**src/rtl/alert_pkg.sv**
```systemverilog
// Shared alert-level definitions: level encoding, timer width and saturation value.
// Also used by the downstream containment FSM.
package alert_pkg;

  localparam int TIMER_W = 6;
  localparam logic [TIMER_W-1:0] TIMER_MAX = 6'd63;

  typedef enum logic [1:0] {
    LVL_GREEN  = 2'b00,
    LVL_YELLOW = 2'b01,
    LVL_RED    = 2'b10
  } level_t;

  // Light pattern {green, yellow, red}; an illegal code shows GREEN.
  function automatic logic [2:0] level_lights(input level_t lvl);
    logic [2:0] lights;
    case (lvl)
      LVL_GREEN:  lights = 3'b100;
      LVL_YELLOW: lights = 3'b010;
      LVL_RED:    lights = 3'b001;
      default:    lights = 3'b100;
    endcase
    return lights;
  endfunction

endpackage

```
**src/rtl/sat_timer.sv**
```systemverilog
// Saturating up-counter with synchronous active-low reset, synchronous clear and enable.
// Clear takes priority over enable; the count holds once it reaches MAX.
module sat_timer #(
  parameter int             W   = 6,
  parameter logic [W-1:0]   MAX = {W{1'b1}}
) (
  input  logic         clock,
  input  logic         reset_n,
  input  logic         clr,
  input  logic         en,
  output logic [W-1:0] q
);

  localparam logic [W-1:0] ZERO = {W{1'b0}};
  localparam logic [W-1:0] ONE  = {{(W-1){1'b0}}, 1'b1};

  logic [W-1:0] r_q;

  // Count register: reset, clear, saturating increment.
  always_ff @(posedge clock) begin
    if (!reset_n) begin
      r_q <= ZERO;
    end else if (clr) begin
      r_q <= ZERO;
    end else if (en && (r_q != MAX)) begin
      r_q <= r_q + ONE;
    end else begin
      r_q <= r_q;
    end
  end

  assign q = r_q;

endmodule

```
**src/rtl/alert_level_gen.sv**
```systemverilog
// Turns motion/breach/all_clear pulses into registered one-hot alert lights plus a level timer.
// Optional macro ALERT_BREACH_CNT_EN adds a saturating 4-bit breach counter output.
module alert_level_gen
  import alert_pkg::*;
#(
  parameter logic [TIMER_W-1:0] YELLOW_HOLD = 6'd30,
  parameter logic [TIMER_W-1:0] RED_MIN     = 6'd25
) (
  input  logic               clock,
  input  logic               reset_n,
  input  logic               motion,
  input  logic               breach,
  input  logic               all_clear,
  output logic               green,
  output logic               yellow,
  output logic               red,
  output logic [TIMER_W-1:0] timer,
  output logic [1:0]         level
`ifdef ALERT_BREACH_CNT_EN
  ,
  output logic [3:0]         breach_cnt
`endif
);

  level_t             r_state;
  level_t             w_next;
  logic               w_restart;
  logic               w_clr;
  logic [TIMER_W-1:0] w_timer;
  logic               r_green;
  logic               r_yellow;
  logic               r_red;

  // Next level and timer-restart decision; priority is breach > all_clear > motion.
  always_comb begin
    w_next    = r_state;
    w_restart = 1'b0;
    case (r_state)
      LVL_GREEN: begin
        if (breach) begin
          w_next = LVL_RED;
        end else if (motion) begin
          w_next = LVL_YELLOW;
        end else begin
          w_next = LVL_GREEN;
        end
      end
      LVL_YELLOW: begin
        if (breach) begin
          w_next = LVL_RED;
        end else if (all_clear) begin
          w_next = LVL_GREEN;
        end else if (motion) begin
          w_restart = 1'b1;
        end else if (w_timer == (YELLOW_HOLD - 6'd1)) begin
          w_next = LVL_GREEN;
        end else begin
          w_next = LVL_YELLOW;
        end
      end
      LVL_RED: begin
        // all_clear before RED_MIN is simply dropped, not latched.
        if (breach) begin
          w_restart = 1'b1;
        end else if (all_clear && (w_timer >= RED_MIN)) begin
          w_next = LVL_YELLOW;
        end else begin
          w_next = LVL_RED;
        end
      end
      default: begin
        w_next    = LVL_GREEN;
        w_restart = 1'b1;
      end
    endcase
  end

  assign w_clr = w_restart || (w_next != r_state);

  // Level state and light registers.
  always_ff @(posedge clock) begin
    if (!reset_n) begin
      r_state  <= LVL_GREEN;
      r_green  <= 1'b1;
      r_yellow <= 1'b0;
      r_red    <= 1'b0;
    end else begin
      r_state                      <= w_next;
      {r_green, r_yellow, r_red}   <= level_lights(w_next);
    end
  end

  sat_timer #(
    .W   (TIMER_W),
    .MAX (TIMER_MAX)
  ) u_level_timer (
    .clock   (clock),
    .reset_n (reset_n),
    .clr     (w_clr),
    .en      (1'b1),
    .q       (w_timer)
  );

`ifdef ALERT_BREACH_CNT_EN
  logic [3:0] w_breach_cnt;

  sat_timer #(
    .W   (4),
    .MAX (4'd15)
  ) u_breach_cnt (
    .clock   (clock),
    .reset_n (reset_n),
    .clr     (1'b0),
    .en      (breach),
    .q       (w_breach_cnt)
  );

  assign breach_cnt = w_breach_cnt;
`endif

  assign green  = r_green;
  assign yellow = r_yellow;
  assign red    = r_red;
  assign timer  = w_timer;
  assign level  = r_state;

endmodule

```
**config.mk**
```make
export PLATFORM = sky130hd
export DESIGN_NAME = alert_level_gen
export DESIGN_NICKNAME = d
export VERILOG_FILES = /design/src/rtl/alert_pkg.sv /design/src/rtl/sat_timer.sv /design/src/rtl/alert_level_gen.sv
export SDC_FILE = /design/constraint.sdc
export NUM_CORES = 1
export LEC_CHECK = 0
export ABC_AREA = 0
export BUFFER_PORTS_ARGS = -buffer_cell sky130_fd_sc_hd__buf_2
export CORE_AREA = 2 2 39 41
export CTS_CLUSTER_SIZE = 24
export DETAILED_ROUTE_END_ITERATION = 6
export DIE_AREA = 0 0 41 43
export PLACE_DENSITY_LB_ADDON = 0.05
export SLEW_MARGIN = 20
export SYNTH_ARGS = -nofsm -noshare
export SYNTH_HDL_FRONTEND = slang
export SYNTH_HIERARCHICAL = 1
export SYNTH_SLANG_ARGS = --single-unit
export TNS_END_PERCENT = 30
```
**constraint.sdc**
```tcl
create_clock -name clock -period 1.9 [get_ports clock]
set_input_delay 0.095 -clock clock [delete_from_list [all_inputs] [get_ports clock]]
set_output_delay 0.095 -clock clock [all_outputs]
set_load 0.01 [all_outputs]
```
==> results.md <==
- IO buf count: 15
- EDFF count, synth: 0
- Power share of the sequential group: between 50% and 60%
- Row Count: 14
- Crit path largest cell delay: 500 ps
- Clock group share of total power: 33.4%
- Vias in the first global route: 512
- Worst setup SP type: flip-flop
- Power Total: 0.000472 W
- Worst setup margin: 253 ps
- Synth Flop Type: dfxtp_1
- WP data arrival: 1810 ps
- Core ar.: 0.00138 sq mm
- Global Route Usage Sum: between 10% and 20%
- DR top layer: met4
- Final Util: 54.3%
- Top Ports: 16
- CTS H-tree lvls: 1
- Power per cell area: around 630 mW/mm^2
- Nets: 99
- Detailed placement HPWL: 997 um
- Synth unique cells: 32
- Vias per inst: 5.57
- Hold WC Path Type: input port to flip-flop
- Postcts setup bufs: 0
- Crit Path Max Fanout: 8
- Layout area overhead: 21.4%
- Post-CTS sizing: 0
- GPL Wtd Cong: 0.850
- Initial DRT Pass Iterations: 4
- CTS Hold Buffers Added: 0
- Cells after synthesis: 70
- Reg clk slew, reported paths: roughly 70 ps
- Worst setup EP type: flip-flop
- Share of layout cells above drive strength 1: slightly above 30%
- Worst Path Required: 2060 ps
- Vias post-DR: 590
- Setup Skew: 2.37 ps
- WL met3: 38 um
- Hold Vio Cnt, Final: 0
- Int Power: approximately 0.00035 W
- Combinational cell fraction of total power: 14.4%
- Sequential area share after synthesis: between 30% and 40%
- Flop-to-flop setup slack: about 250 ps
- Mapped Nets: between 70 and 80
- Routed len/inst: ~12 um
- M1 wire length: ~570 um
- Area occupied by registers: approximately 220 sq um
- Mapped cell area: 619 sq um
- Sw Ratio: 26.1%
- Status: finished clean
- Leak: about 0.33 nW
- Max VDD drop: 0.488 mV
- Average size of a mapped cell: around 9 sq um
- Num CTS Buffers: 3
- Overflow after GRT: 0
- Clk sink count: 11
- CP Class: flip-flop to flip-flop
- Max cap viols: 0
- Setup-failing EPs final: 0
- F_max: 0.607 GHz
- Area of the die: between 0.0015 and 0.002 sq mm
- Routed wire length: 1260 um
- Final period util: 86.7%
- Pins Over Slew Limit: 0
- CTS Buffer Depth: 2
- P_sw: approximately 0.00012 W
- Initial DRC count: 12
- Slowest-stage cell, CP: dfxtp_1
- DR WL met2: 637 um
- Initial Util: between 40% and 50%
- Final min period: 1650 ps
- Multi-input logic area: 379 sq um
- Worst slack at placement: 257 ps
- DIE HEIGHT: 43 um
- Setup TNS Final: 0 ps
- Largest net degree at the start of global routing: 10
- Fill cell count: 136
- DRC viols: 0
- Clk_lat worst skew: 260 ps
- Wire length of the first global-routing pass: 2130 um
- Antenna violations before repair: 0
- Root buffer cell: clkbuf_4
- Worst-path cell chain: o311ai_2, a21bo_1, o22ai_2, inv_1, ha_1, nand2b_1
- Worst Hold Margin: 54.3 ps
- Yosys warns: 6
- DRT antenna net count: 0
- Unrepaired setup endpoints after global routing: false
- CTS tree: built
- Async set or reset register ratio after synthesis: 0%
- N_diodes: 0
- #FFs+latches synth: 11
- Die width: 41 um
[per-layer routing]
metal  global-route usage, %  vias up
met5                       0        -
met4                    6.00        0
met3                    7.85        2
met2                    26.9       10
met1                    21.8      280
li1                        -      298
[synth_stat cells, drive strengths merged (2+ instances only)]
cell    number  area (sq um)
and3         3          20.0
nand3        2          15.0
nor3         2          10.0
mux2i        2          20.0
o21a         2          16.3
inv          4          15.0
ha           3          37.5
a31oi        2          12.5
nand4        2          12.5
a21oi        5          25.0
dfxtp       11           220
nor2b        2          12.5
o211ai       2          15.0
nand2        5          18.8
nor2         2          7.51
nand2b       4          25.0
a311oi       2          17.5
and2         5          31.3
[placed cells by master (no fill, tap or decap), types with 2 or more instances in the layout]
master    synthesis  layout
buf_4             0       2
ha_1              3       3
and3_1            2       2
a31oi_1           2       2
buf_2             1      15
a311oi_1          2       2
inv_1             3       3
nor2_1            2       2
nand4_1           2       2
a21oi_1           5       5
nand2_1           5       5
dfxtp_1          11      11
clkbuf_4          0       3
and2_1            5       5
nand2b_1          4       4
o211ai_1          2       2
nor2b_1           2       2
nor3_1            2       2
mux2i_1           2       2
[sequential cells by signal, indices dropped and copies added, names as in the netlist]
name	flops
yellow	1
level	2
green	1
red	1
u_level_timer/q	6
[power by group through the flow]
stage / registers [W] / clock network [W] / logic (W)
floorplan: 0.000257 / 0 / 0.0000385
finish: 0.000247 / 0.000157 / 0.0000677
detailed placement: 0.000252 / 0 / 0.0000681
CTS: 0.000247 / 0.000164 / 0.0000682
global placement: 0.000252 / 0 / 0.0000680
global route: 0.000248 / 0.000179 / 0.0000791
[through the flow]
stage               area (sq um)  cells
finish                       752    106
floorplan                    619     70
CTS                          752    106
global placement             724    102
global route                 752    106
detailed placement           724    102
[kinds of logic after synthesis]
logic type | after synthesis | synth area share, %
AOI/OAI and AO/OA | 18 | 23.0
adders and majority gates | 3 | 6.06
buffers and inverters | 5 | 3.23
DFF | 11 | 35.6
muxes | 2 | 3.23
other | 1 | 0.605
and+or+nand+nor | 30 | 28.3
[worst paths after layout]
check / start / endpoint / cells past startpoint
max: u_level_timer/q[1] / green / 6
min: reset_n / green / 2
max reg2reg: u_level_timer/q[1] / green / 6
min reg2reg: u_level_timer/q[5] / u_level_timer/q[5] / 2
[cell type report]
cell class / count / share of cell area (%)
Clock buffer: 3 / 3.00
Inverter: 4 / 2.00
Multi-Input combinational cell: 54 / 50.4
Clock inverter: 1 / 0.666
Sequential cell: 11 / 29.3
Tap cell: 16 / 2.66
Timing Repair Buffer: 17 / 12.0
[worst max-delay path, delay by kind of cell, from the launching register on]
family / cells / cell delay (ps)
and+or+nand+nor: 1 / 130
DFF: 1 / 500
buffers and inverters: 1 / 70
AOI/OAI and AO/OA: 3 / 580
adders and majority gates: 1 / 280
(Power assumes the default switching activity.)
